### src/rtl/mem_acc_ctrl.sv
// MEM-stage data-bus controller: puts the EX/MEM load/store onto a single-port
// req/ack bus, shares the bus with a debug requester and stalls the pipe meanwhile.
module mem_acc_ctrl #(
    parameter int XLEN       = 32,
    parameter int TIMEOUT    = 16,
    parameter int STARVE_MAX = 4
) (
    input  logic            clk,
    input  logic            rst,
    input  logic            memWrtm,
    input  logic [1:0]      rsltSrcm,
    input  logic [XLEN-1:0] aluRsltm,
    input  logic [XLEN-1:0] wrtDm,
    output logic            stallM,
    output logic [XLEN-1:0] ldDataW,
    output logic            ldVldW,
    output logic            memErr,
    input  logic            dbgReq,
    input  logic            dbgWe,
    input  logic [XLEN-1:0] dbgAddr,
    input  logic [XLEN-1:0] dbgWData,
    output logic            dbgAck,
    output logic [XLEN-1:0] dbgRData,
    output logic            busReq,
    output logic            busWe,
    output logic [XLEN-1:0] busAddr,
    output logic [XLEN-1:0] busWData,
    input  logic [XLEN-1:0] busRData,
    input  logic            busAck
);

    localparam logic [1:0] IDLE      = 2'd0;
    localparam logic [1:0] PIPE_WAIT = 2'd1;
    localparam logic [1:0] DBG_WAIT  = 2'd2;

    localparam int TO_W = $clog2(TIMEOUT);
    localparam int SC_W = $clog2(STARVE_MAX + 1);
    localparam logic [TO_W-1:0] TO_LAST = TO_W'(TIMEOUT - 1);
    localparam logic [SC_W-1:0] SC_MAX  = SC_W'(STARVE_MAX);

    logic [1:0]      state;
    logic [TO_W-1:0] toCnt;
    logic [SC_W-1:0] starveCnt;
    logic            pipeLoad;

    logic pipeAcc;
    logic dbgPend;
    logic starve;
    logic grantDbg;
    logic grantPipe;
    logic inWait;
    logic toExpire;
    logic waitExit;

    assign pipeAcc   = memWrtm | (rsltSrcm == 2'b01);
    // dbgReq is still high in the cycle dbgAck is shown; masking it prevents a repeat grant.
    assign dbgPend   = dbgReq & ~dbgAck;
    assign starve    = (starveCnt == SC_MAX);
    assign grantDbg  = (state == IDLE) & dbgPend & (~pipeAcc | starve);
    assign grantPipe = (state == IDLE) & ~grantDbg & pipeAcc;
    assign inWait    = (state == PIPE_WAIT) | (state == DBG_WAIT);
    assign toExpire  = (toCnt == TO_LAST);
    assign waitExit  = inWait & (busAck | toExpire);
    assign stallM    = pipeAcc & ~((state == PIPE_WAIT) & (busAck | toExpire));

    always_ff @(posedge clk or posedge rst) begin
        if (rst) begin
            state     <= IDLE;
            busReq    <= 1'b0;
            busWe     <= 1'b0;
            busAddr   <= '0;
            busWData  <= '0;
            ldDataW   <= '0;
            ldVldW    <= 1'b0;
            memErr    <= 1'b0;
            dbgAck    <= 1'b0;
            dbgRData  <= '0;
            toCnt     <= '0;
            starveCnt <= '0;
            pipeLoad  <= 1'b0;
        end else begin
            // NOTE: pulses default low here; a later non-blocking assignment in this block overrides it.
            ldVldW <= 1'b0;
            memErr <= 1'b0;
            dbgAck <= 1'b0;

            if (grantDbg) begin
                state    <= DBG_WAIT;
                busReq   <= 1'b1;
                busWe    <= dbgWe;
                busAddr  <= dbgAddr;
                busWData <= dbgWData;
                toCnt    <= '0;
            end else if (grantPipe) begin
                state    <= PIPE_WAIT;
                busReq   <= 1'b1;
                busWe    <= memWrtm;
                busAddr  <= aluRsltm;
                busWData <= wrtDm;
                toCnt    <= '0;
                pipeLoad <= ~memWrtm;
            end else if (waitExit) begin
                state  <= IDLE;
                busReq <= 1'b0;
                if (state == PIPE_WAIT) begin
                    memErr <= ~busAck;
                    if (pipeLoad) begin
                        ldVldW  <= 1'b1;
                        ldDataW <= busAck ? busRData : '0;
                    end
                end else begin
                    dbgAck   <= 1'b1;
                    dbgRData <= busAck ? busRData : '0;
                end
            end else if (inWait) begin
                toCnt <= toCnt + TO_W'(1);
            end

            if (!dbgPend || grantDbg) begin
                starveCnt <= '0;
            end else if (grantPipe && !starve) begin
                starveCnt <= starveCnt + SC_W'(1);
            end
        end
    end

endmodule

### config.mk
export PLATFORM = sky130hd
export DESIGN_NAME = mem_acc_ctrl
export DESIGN_NICKNAME = d
export VERILOG_FILES = /design/src/rtl/mem_acc_ctrl.sv
export SDC_FILE = /design/constraint.sdc
export NUM_CORES = 1
export LEC_CHECK = 0
export BUFFER_PORTS_ARGS = -buffer_cell sky130_fd_sc_hd__buf_2
export CAP_MARGIN = 20
export CORE_MARGIN = 5
export CORE_UTILIZATION = 47
export DETAILED_ROUTE_END_ITERATION = 10
export MAX_ROUTING_LAYER = met4
export PLACE_DENSITY = 0.81
export RECOVER_POWER = 50
export SETUP_SLACK_MARGIN = 0.02
export SYNTH_ARGS = -nofsm -noshare
export SYNTH_HDL_FRONTEND = slang
export SYNTH_SLANG_ARGS = --single-unit
export TNS_END_PERCENT = 1
### constraint.sdc
create_clock -name clk -period 5.29 [get_ports clk]
set_input_delay 0.7935 -clock clk [delete_from_list [all_inputs] [get_ports clk]]
set_output_delay 0.7935 -clock clk [all_outputs]
set_load 0.1 [all_outputs]
**After elaboration in Yosys (flattened, before gate mapping)**

Cells that the tools add are included.
Widths: inputs -> output; s select.

- Bits of input ports: 168
- Word-level logic and storage cells: 86
- Register bits after elaboration: 143
- Output and inout port bits: 134

- Muxes and demuxes: 32
- $add $sub $neg: 2
- Reduce and logical (&&, ||, !) cells: 13
- Equality and inequality tests: 6
- Bitwise gates (word level): 20

Operators by type and width:

| kind | count |
|---|---|
| $mux 32 | 5 |
| $mux 1 | 18 |
| $mux 4 | 4 |
| $and 1x1->1 | 8 |
| $not 1->1 | 8 |
| $mux 2 | 3 |
| $mux 3 | 2 |
| $reduce_bool 3->1 | 2 |
| $reduce_and 5->1 | 1 |
| $add 4x1->4 const B | 1 |
| $eq 2x1->1 const B | 2 |
| $eq 4x4->1 const B | 1 |
| $or 1x1->1 | 4 |
| $reduce_and 2->1 | 2 |
| $reduce_and 4->1 | 1 |
| $reduce_bool 2->1 | 2 |
| $add 3x1->3 const B | 1 |
| $eq 3x3->1 const B | 1 |
| $ne 3x3->1 const B | 1 |
| $eq 2x2->1 const B | 1 |
| $logic_not 1->1 | 2 |
| $logic_not 2->1 | 1 |
| $logic_and 1x1->1 | 1 |
| $logic_or 1x1->1 | 1 |

**Depth between registers and ports, before layout**

- Depth after elaboration: 11
- Depth in mapped cells: 8
- Depth with buffers taken out: 6

**Least setup slack after synthesis**

Ideal clock, no wire load.

- Kind: input -> output
- Start: input port rsltSrcm[0]
- End: output port stallM
- Data required time: 4.497 ns
- Cell stages on the path: 3
- Setup slack: 1.907 ns
- Data arrival time: 2.589 ns
- Buffers on the path: 0
- Path through: nor2b_1 nor2_1 a21oi_1

- Cells in the longest elaborated chain, start to end: 3

Ends and longest elaborated chain:

| what | line | text |
|---|---|---|
| start, declared | 11 | `input logic [1:0] rsltSrcm,` |
| $eq 2x1->1 | 55 | `assign pipeAcc = memWrtm \| (rsltSrcm == 2'b01);` |
| $or 1x1->1 | 55 |  |
| $and 1x1->1 | 64 | `assign stallM = pipeAcc & ~((state == PIPE_WAIT) & (busAck \| toExpire));` |
| end, declared | 14 | `output logic stallM,` |

Every way passes these cells.

**Final worst setup path**

- Start: input port busAck
- End: register ldDataW[10]

- Cells in the longest elaborated chain, start to end: 3
- Elaborated cells on any way between the ends: 4
- Classes of those cells: mux (1); bitwise (2); reduce/logical (1)

Ends and longest elaborated chain:

| what | line | text |
|---|---|---|
| start, declared | 29 | `input logic busAck` |
| $or 1x1->1 | 63 | `assign waitExit = inWait & (busAck \| toExpire);` |
| $and 1x1->1 | 63 |  |
| $reduce_and 5->1 (no line) | -- |  |
| end signal, assigned | 109 | `ldDataW <= busAck ? busRData : '0;` |
| end, declared | 15 | `output logic [XLEN-1:0] ldDataW,` |

Several ways; a longest one is shown, not always the timed one.
A chain may end at the register's enable or synchronous reset.

==> impl_metrics.ini <==
[global_routing]
grt_overflow = 0
grt_max_degree = 109
grt_util_all_layers_pct = 25.0
antenna_found_initial = 3
grt_pass1_vias = 5548
grt_pass1_wl_mm = 30.0

[logic_synthesis]
syn_inst = 468
synth_simple_gate_area_share_pct = 12.0
syn_area_per_cell_um2 = 13.6
synth_top_family_by_area = multiplexers
synth_cell_type_count = 34
synth_compound_area_share_pct = 12.0
ys_seq_elements = 143
yosysWarnings = 0
seq_area_frac_synth_pct = 56.3
yosys.area_share.adder_pct = 0.984
synth_nets = 641
muxShareOfSynthArea_pct = 14.9
synth_xor_area_share_pct = 0.276
synth_area_um2 = 6350

[die]
num_rows = 42
die_area_um2 = 15900
io_pins = 302
coreArea_um2 = 13200
dieHeight_um = 126
start_util_pct = 48.0
die_x_um = 126

[finish]
layout.cells.most_common_list = buf_2 (243), dfrtp_1 (143), and2_1 (96)
multi_input_area_um2 = 2600
area_delta_synth_final_pct = 34.1
fin_nets = 933
final_common_cell = buf_2
nFillCells = 1047
layout-drive-gt1-share_pct = 45.5
register_area_um2 = 3580

[timing]
finClkSkew_ns = 0.00823
drv_slew = 109
rsz0062_at_grt = false
finalCriticalPeriod_ns = 3.27
setup_viol = 0
tns_ns = 0
hold_viol_final = 0
max_freq_mhz = 306
slew_headroom_pct = -49.1
post-route-period-util_pct = 61.8
tightest_slew_ns = 2.23

[drt]
drc = 0
vias_per_cell = 5.45
ant_nets = 0
first_pass_iters = 6
drtIter0Drc = 335
vias = 5189
drt_wl_total_mm = 19.5
routedWlPerCell_um = 20.5

[placed_design]
routabilityCongestion = 0.909
hpwl_mm = 14.2
port_buffers = 301

[clocking]
clock_path_buffers = 2
holdBufCountCts = 0
h-tree-depth = 4
cts_made_buffers = 17
clkTransAtPathRegs_ns = 0.06
cts_resized = 0
postCtsSetupBuffers = 0
clk_latency_ns = 0.42
root_buffer = clkbuf_16
cts_tree = built
clock-sinks = 143

[worst_setup_path]
start_kind = input pin
required_ns = 5.58
crit_type = in -> reg
cp_cell_sequence = clkbuf_1, a31o_2, nand2_1, or3_2, mux2_4
cp-end-kind = register
critPathMaxStageDelay_ns = 0.96
critPathMaxFanout = 35
slowest_stage = clkbuf_1
arrival_ns = 3.56
reg2reg_slack_ns = 2.53

[status]
outcome = finished with violations
failed_checks = capacitance limit, slew limit

[worst_hold_path]
hold_path_class = reg -> reg

[job]
cap_violations = 1
[through the flow]
stage          setup WS, ns  utilization, %  cell area [um2]  instances  hold WS [ns]
3_3_place_gp           2.21            60.2             7970        917         0.469
3_5_place_dp           2.05            60.2             7970        917         0.484
6_report               2.02            64.4             8520        952         0.487
4_1_cts                2.49            64.9             8590        949         0.498
2_1_floorplan         0.659               -             6350        468         0.482
5_1_grt                1.87            64.4             8520        952         0.518
[worst paths after layout]
path,startpoint,endpoint,cells after the start
min reg2reg,busReq,busReq,2
min in group asynchronous,rst,busWData[16],2
max reg2reg,state[0],busAddr[23],6
min,busReq,busReq,2
max in group asynchronous,rst,busWData[19],3
max,busAck,ldDataW[10],5
[kinds of logic (layout without fill, tap and decap cells)]
| kind of cell | after synthesis | after routing |
|---|---|---|
| AND/OR/NAND/NOR | 129 | 129 |
| flip-flops | 143 | 143 |
| XOR/XNOR | 2 | 2 |
| multiplexers | 65 | 65 |
| other | 0 | 3 |
| AO/OA/AOI/OAI | 83 | 83 |
| buffers and inverters | 41 | 346 |
| adder cells (fa/ha/maj) | 5 | 5 |
[cell type report]
type,instances,share of cell area [%]
Clock inverter,12,1.86
Sequential cell,143,42.0
Clock buffer,20,5.36
Multi-Input combinational cell,284,30.5
Inverter,8,0.396
Antenna cell,3,0.0881
Timing Repair Buffer,306,17.3
Tap cell,176,2.58
[Yosys cell counts, drive strengths merged]
library cell  number  area share [%]
ha                 5            0.98
xor2               2            0.28
buf               18             2.0
o21a               2            0.24
o31ai              1            0.12
and2              96             9.5
nand4              1           0.099
clkbuf            15            0.89
nor3b              1            0.12
a31o               2            0.28
nand3              5            0.39
dfrtp            143              56
o21ai              4            0.32
a221o             64              10
or3                2            0.20
a21boi             1            0.12
a22o               1            0.14
nor4b              1            0.14
o31a               1            0.14
nor2b              3            0.41
mux2              64              15
inv                8            0.47
nor3               1           0.079
nor2               5            0.30
a31oi              1           0.099
nand2             13            0.77
o22a               1            0.14
mux2i              1            0.16
a21oi              5            0.39
nand2b             1           0.099
[layer usage]
layer  part of all wire [%]  GRT usage (%)
met4                    3.6           12.4
met2                     50           41.0
met3                    7.7           5.97
met1                     38           28.7
met5                      0              -
[sequential cells by signal, summed over array words and instances (netlist names)]
name	flops
memErr	1
busWe	1
ldVldW	1
busWData	32
starveCnt	3
toCnt	4
busReq	1
state	2
dbgRData	32
busAddr	32
pipeLoad	1
ldDataW	32
dbgAck	1
[critical path: cells and delay by family]
| kind | cells | cell delay, ns |
|---|---|---|
| simple gates | 2 | 1.07 |
| buf+inv | 1 | 0.96 |
| mux | 1 | 0.47 |
| compound gates | 1 | 0.24 |
Power is left out: the tool's default activity adds up to more than one toggle a clock period on the data nets, which glitch-free logic cannot reach.
